<file path="src/rtl/switch_allocator_pkg.sv">
// Shared constants and types for the router switch allocator.
// Defaults mirror the router-wide channel count and credit width.
package switch_allocator_pkg;

    localparam int CHANNELS         = 5;
    localparam int BUFFERSIZE_WIDTH = 4;
    localparam int SEL_WIDTH        = 3;

    typedef enum logic {
        ST_FREE   = 1'b0,
        ST_LOCKED = 1'b1
    } port_state_e;

endpackage

</file>
<file path="src/rtl/switch_allocator_rr_arbiter.sv">
// Round-robin arbiter: first set request searching upward from the pointer,
// wrapping modulo P_N. Produces a one-hot grant and its encoded index.
module rr_arbiter #(
    parameter int P_N  = 5,
    parameter int P_SW = 3
) (
    input  logic [P_N-1:0]  i_req,
    input  logic [P_SW-1:0] i_ptr,
    output logic [P_N-1:0]  o_gnt,
    output logic [P_SW-1:0] o_idx
);

    logic w_found;
    int   w_pos;

    // Rotating priority search starting at the pointer
    always_comb begin
        o_gnt   = '0;
        o_idx   = '0;
        w_found = 1'b0;
        w_pos   = 0;
        for (int k = 0; k < P_N; k++) begin
            w_pos = int'(i_ptr) + k;
            if (w_pos >= P_N) begin
                w_pos = w_pos - P_N;
            end else begin
                w_pos = w_pos;
            end
            if (!w_found && i_req[w_pos]) begin
                w_found      = 1'b1;
                o_gnt[w_pos] = 1'b1;
                o_idx        = P_SW'(w_pos);
            end else begin
                w_found = w_found;
            end
        end
    end

endmodule

</file>
<file path="src/rtl/switch_allocator.sv">
// Wormhole switch allocator: per-output round-robin arbitration gated by
// downstream credits, holding each input->output binding until release.
module switch_allocator
    import switch_allocator_pkg::*;
#(
    parameter int P_CHANNELS     = CHANNELS,
    parameter int P_SEL_WIDTH    = SEL_WIDTH,
    parameter int P_CREDIT_WIDTH = BUFFERSIZE_WIDTH
) (
    input  logic                                 CLK,
    input  logic                                 RST,
    input  logic [P_CHANNELS-1:0]                in_sa_enable,
    input  logic [P_CHANNELS*P_CHANNELS-1:0]     in_sa_request,
    input  logic [P_CHANNELS-1:0]                in_release,
    input  logic [P_CHANNELS*P_CREDIT_WIDTH-1:0] in_out_credits,
    output logic [P_CHANNELS-1:0]                out_sa_grant,
    output logic [P_CHANNELS*P_SEL_WIDTH-1:0]    out_xbar_sel,
    output logic [P_CHANNELS-1:0]                out_xbar_valid,
    output logic                                 out_req_error
);

    port_state_e            r_state     [P_CHANNELS];
    port_state_e            w_state_nxt [P_CHANNELS];
    logic [P_SEL_WIDTH-1:0] r_owner     [P_CHANNELS];
    logic [P_SEL_WIDTH-1:0] w_owner_nxt [P_CHANNELS];
    logic [P_SEL_WIDTH-1:0] r_ptr       [P_CHANNELS];
    logic [P_SEL_WIDTH-1:0] w_ptr_nxt   [P_CHANNELS];
    logic [P_CHANNELS-1:0]  w_req_col   [P_CHANNELS];
    logic [P_CHANNELS-1:0]  w_arb_gnt   [P_CHANNELS];
    logic [P_SEL_WIDTH-1:0] w_arb_idx   [P_CHANNELS];
    logic [P_SEL_WIDTH-1:0] w_sel       [P_CHANNELS];
    logic [P_CHANNELS-1:0]  w_arb_any;
    logic [P_CHANNELS-1:0]  w_eligible;
    logic [P_CHANNELS-1:0]  w_rel;
    logic [P_CHANNELS-1:0]  w_grant;
    logic [P_CHANNELS-1:0]  w_valid;
    logic [P_CHANNELS-1:0]  w_slice;
    logic                   w_req_err;
    logic                   r_req_error;

    function automatic logic f_is_onehot(input logic [P_CHANNELS-1:0] v);
        return (v != '0) && ((v & (v - P_CHANNELS'(1))) == '0);
    endfunction

    // Transpose well-formed requests from idle inputs into per-output requester vectors
    always_comb begin
        w_req_err = 1'b0;
        w_slice   = '0;
        for (int o = 0; o < P_CHANNELS; o++) begin
            w_req_col[o] = '0;
        end
        for (int i = 0; i < P_CHANNELS; i++) begin
            w_slice = in_sa_request[i*P_CHANNELS +: P_CHANNELS];
            if (in_sa_enable[i] && !w_grant[i]) begin
                if (f_is_onehot(w_slice)) begin
                    for (int o = 0; o < P_CHANNELS; o++) begin
                        w_req_col[o][i] = w_slice[o];
                    end
                end else begin
                    w_req_err = 1'b1;
                end
            end else begin
                w_req_err = w_req_err;
            end
        end
    end

    for (genvar o = 0; o < P_CHANNELS; o++) begin : g_arb
        rr_arbiter #(
            .P_N  (P_CHANNELS),
            .P_SW (P_SEL_WIDTH)
        ) u_arb (
            .i_req (w_req_col[o]),
            .i_ptr (r_ptr[o]),
            .o_gnt (w_arb_gnt[o]),
            .o_idx (w_arb_idx[o])
        );
        assign w_arb_any[o]  = |w_arb_gnt[o];
        assign w_eligible[o] = (r_state[o] == ST_FREE) &&
                               (in_out_credits[o*P_CREDIT_WIDTH +: P_CREDIT_WIDTH] != '0);
        assign out_xbar_sel[o*P_SEL_WIDTH +: P_SEL_WIDTH] = w_sel[o];
    end

    // Per-output FREE/LOCKED next state, owner capture and pointer advance
    always_comb begin
        w_rel = '0;
        for (int o = 0; o < P_CHANNELS; o++) begin
            w_state_nxt[o] = r_state[o];
            w_owner_nxt[o] = r_owner[o];
            w_ptr_nxt[o]   = r_ptr[o];
            for (int i = 0; i < P_CHANNELS; i++) begin
                w_rel[o] = w_rel[o] | (in_release[i] && (r_owner[o] == P_SEL_WIDTH'(i)));
            end
            case (r_state[o])
                ST_FREE: begin
                    if (w_eligible[o] && w_arb_any[o]) begin
                        w_state_nxt[o] = ST_LOCKED;
                        w_owner_nxt[o] = w_arb_idx[o];
                        w_ptr_nxt[o]   = (w_arb_idx[o] == P_SEL_WIDTH'(P_CHANNELS-1)) ?
                                         '0 : w_arb_idx[o] + P_SEL_WIDTH'(1);
                    end else begin
                        w_state_nxt[o] = ST_FREE;
                    end
                end
                ST_LOCKED: begin
                    if (w_rel[o]) begin
                        w_state_nxt[o] = ST_FREE;
                    end else begin
                        w_state_nxt[o] = ST_LOCKED;
                    end
                end
                default: w_state_nxt[o] = ST_FREE;
            endcase
        end
    end

    // State, owner, pointer and error registers
    always_ff @(posedge CLK or negedge RST) begin
        if (!RST) begin
            for (int o = 0; o < P_CHANNELS; o++) begin
                r_state[o] <= ST_FREE;
                r_owner[o] <= '0;
                r_ptr[o]   <= '0;
            end
            r_req_error <= 1'b0;
        end else begin
            for (int o = 0; o < P_CHANNELS; o++) begin
                r_state[o] <= w_state_nxt[o];
                r_owner[o] <= w_owner_nxt[o];
                r_ptr[o]   <= w_ptr_nxt[o];
            end
            r_req_error <= w_req_err;
        end
    end

    // Decode locked outputs into grant, crossbar select and valid
    always_comb begin
        w_grant = '0;
        for (int o = 0; o < P_CHANNELS; o++) begin
            w_valid[o] = (r_state[o] == ST_LOCKED);
            w_sel[o]   = w_valid[o] ? r_owner[o] : '0;
            for (int i = 0; i < P_CHANNELS; i++) begin
                w_grant[i] = w_grant[i] | (w_valid[o] && (r_owner[o] == P_SEL_WIDTH'(i)));
            end
        end
    end

    assign out_sa_grant   = w_grant;
    assign out_xbar_valid = w_valid;
    assign out_req_error  = r_req_error;

endmodule

</file>
<file path="config.mk">
export PLATFORM = sky130hd
export DESIGN_NAME = switch_allocator
export DESIGN_NICKNAME = d
export VERILOG_FILES = /design/src/rtl/switch_allocator_pkg.sv /design/src/rtl/switch_allocator_rr_arbiter.sv /design/src/rtl/switch_allocator.sv
export SDC_FILE = /design/constraint.sdc
export NUM_CORES = 1
export LEC_CHECK = 0
export ABC_AREA = 0
export CAP_MARGIN = 10
export CORE_ASPECT_RATIO = 1.75
export CORE_MARGIN = 10
export CORE_UTILIZATION = 48
export CTS_CLUSTER_DIAMETER = 50
export DETAILED_ROUTE_END_ITERATION = 16
export PLACE_DENSITY_LB_ADDON = 0.25
export SYNTH_ARGS = -nofsm -noshare
export SYNTH_HDL_FRONTEND = slang
export SYNTH_SLANG_ARGS = --single-unit
</file>
<file path="constraint.sdc">
create_clock -name CLK -period 4.17 [get_ports CLK]
set_input_delay 0.834 -clock CLK [delete_from_list [all_inputs] [get_ports CLK]]
set_output_delay 0.834 -clock CLK [all_outputs]
set_load 0.05 [all_outputs]
</file>
==> metrics.csv <==
metric,value,unit
path_class,in2reg,
insertion_delay,0.29,ns
use_met1,25.4,%
grt.total_usage,23.6,%
final_common_cell,buf_4,
pre_cts_slack,-0.351,ns
num-fill-cells,1796,
cts.path.max_buffers,2,
slew_viol_final,0,
avgSynthCellArea,7.67,um2
grt_overflow,0,
synthToLayoutAreaGrowth,29.7,%
max_freq,244,MHz
top_usage_layer,met2,
cap_violations,0,
syn_inst,1290,
row_count,69,
worstPathMaxFanout,8,
postRouteAntennaNets,0,
async_flop_share,100,%
initialDrtViolationCount,617,
finalSetupViolCount,0,
synth_enable_flop_cells,0,
synth_cell_types,114,
seq_area_frac_synth,9.11,%
min_period,4.10,ns
clock_skew,0.00490,ns
arrival,4.28,ns
met2_usage,44.2,%
synth_top_flop_cell,dfrtp_1,
timing.hold.worst.class,in2async,
whs,0.655,ns
cts_tree,built,
end_kind,flip-flop,
cts_root_buffer,clkbuf_16,
grt_max_degree,37,
die_w,129,um
hpwl,27500,um
met3_usage,2.02,%
firstDrtPassIters,5,
required,4.34,ns
vias,11100,
start_util,48.8,%
antenna_found_initial,1,
worst_pin_slew,0.876,ns
grt_pass1_vias,10800,
place_congestion,0.999,
layout_common_cells,"buf_4 (204), nand2_1 (112), ha_1 (109)",
fp.dieH,210,um
drive_gt1_share,24.3,%
synth_nets,1464,
ios,83,
startpoint_type,primary input,
worst_slack,0.0663,ns
ys_seq_elements,36,
dieArea,27000,um2
cts_buffers,5,
hold_viol,0,
ys_warn_count,0,
grt_pass1_wl,53700,um
via_per_inst,6.23,
syn_area,9890,um2
tns,0,ns
wirelength,34100,um
finalCritPeriodShare,98.4,%
portBuffers,82,
nets,1702,
coreArea,20300,um2
path_clk_slew,0.06,ns
slew_headroom,41.6,%
wl_per_cell,19.1,um
outcome,completed,
drc_errors,0,
cts_sinks,36,
htreeDepth,2,
## timing repair
action / CTS / global route
setup buffers: 0 / 11
resized for setup: 3 / 70
endpoints found under the setup margin: 3 / 30
endpoints found under the hold margin: 0 / 0
hold buffers: 0 / 0
pin swaps: 0 / 26
## area by class of cell
class	instances	area (um2)	share of cell area (%)
repair buffers	290	2450	19.1
multi-input cells	1133	8760	68.3
clock inverters	2	35.0	0.273
diodes	2	5.00	0.0390
clock buffers	6	129	1.00
flip-flops and latches	36	902	7.03
well taps	248	310	2.42
inverters	62	233	1.81
## logic make-up after synthesis
| family | after synthesis | synth area share (%) |
|---|---|---|
| and+or+nand+nor | 520 | 30.7 |
| AOI/OAI and AO/OA | 381 | 26.9 |
| buffers and inverters | 121 | 5.24 |
| adders and majority gates | 117 | 15.2 |
| muxes | 80 | 9.73 |
| DFF | 36 | 9.11 |
| xor gates and xnor gates | 35 | 3.17 |
## layer usage
metal	wire, um	part of all wire, %	vias to the layer above
li1	-	-	5355
met1	12900	38	5259
met2	18000	53	365
met3	1360	4.0	112
met4	1770	5.2	0
met5	0	0	-
## state kept, by name, summed over array words and instances, names as in the netlist
signal / flops
out_req_error: 1
r_owner: 15
out_xbar_valid: 5
r_ptr: 15
## Yosys cell counts, drive strengths merged (12+ instances only)
cell    instances  area, um2
a21o           14        105
a21oi          91        455
a31oi          24        163
and2           27        169
and4bb         12        150
buf            32        184
clkbuf         27        101
dfrtp          36        901
ha            112       1400
inv            58        218
mux2           35        462
mux2i          41        410
nand2         113        424
nand2b         32        200
nand3          49        270
nand3b         17        128
nor2           90        338
nor2b          22        138
nor3           31        183
nor4           19        140
nor4b          14        135
o211ai         18        154
o21a           13       97.6
o21ai          76        384
o22ai          21        131
o31ai          12       95.1
or3            15       98.8
xnor2          28        253
## final timing paths
kind                            depth (start not counted)  slack, ns                      end                     from
worst min register to register                          1       0.66  r_owner[12]$_DFFE_PN0P_  r_owner[12]$_DFFE_PN0P_
worst max register to register                         15       0.17    r_ptr[10]$_DFFE_PN0P_    r_ptr[10]$_DFFE_PN0P_
min in group CLK                                        1       0.66  r_owner[12]$_DFFE_PN0P_  r_owner[12]$_DFFE_PN0P_
worst min-delay path                                    1       0.66     r_ptr[1]$_DFFE_PN0P_                      RST
worst max-delay path                                   14       0.07     r_ptr[6]$_DFFE_PN0P_          in_sa_enable[4]
max in group asynchronous                               1       2.92     r_ptr[1]$_DFFE_PN0P_                      RST
## critical path, stage by stage
cell             delay [ns]
clkdlybuf4s50_1        0.49
or3b_4                 0.42
nor4b_4                0.35
buf_4                  0.18
and3_1                 0.22
buf_4                  0.16
buf_4                  0.12
a21o_1                 0.15
o221ai_4               0.17
o211a_1                0.21
o32a_1                 0.20
a211o_1                0.34
buf_12                 0.15
mux2_4                 0.29
## stage by stage
stage | util (%) | std cells | area, um2
final | 63.2 | 1779 | 12800
after global routing | 63.2 | 1779 | 12800
after CTS | 61.3 | 1766 | 12400
after detailed placement | 60.4 | 1758 | 12300
after global placement | 60.4 | 1758 | 12300
after floorplan | - | 1290 | 9890
Power is left out: the tool's default activity adds up to more than one toggle a clock period on the data nets, which glitch-free logic cannot reach.
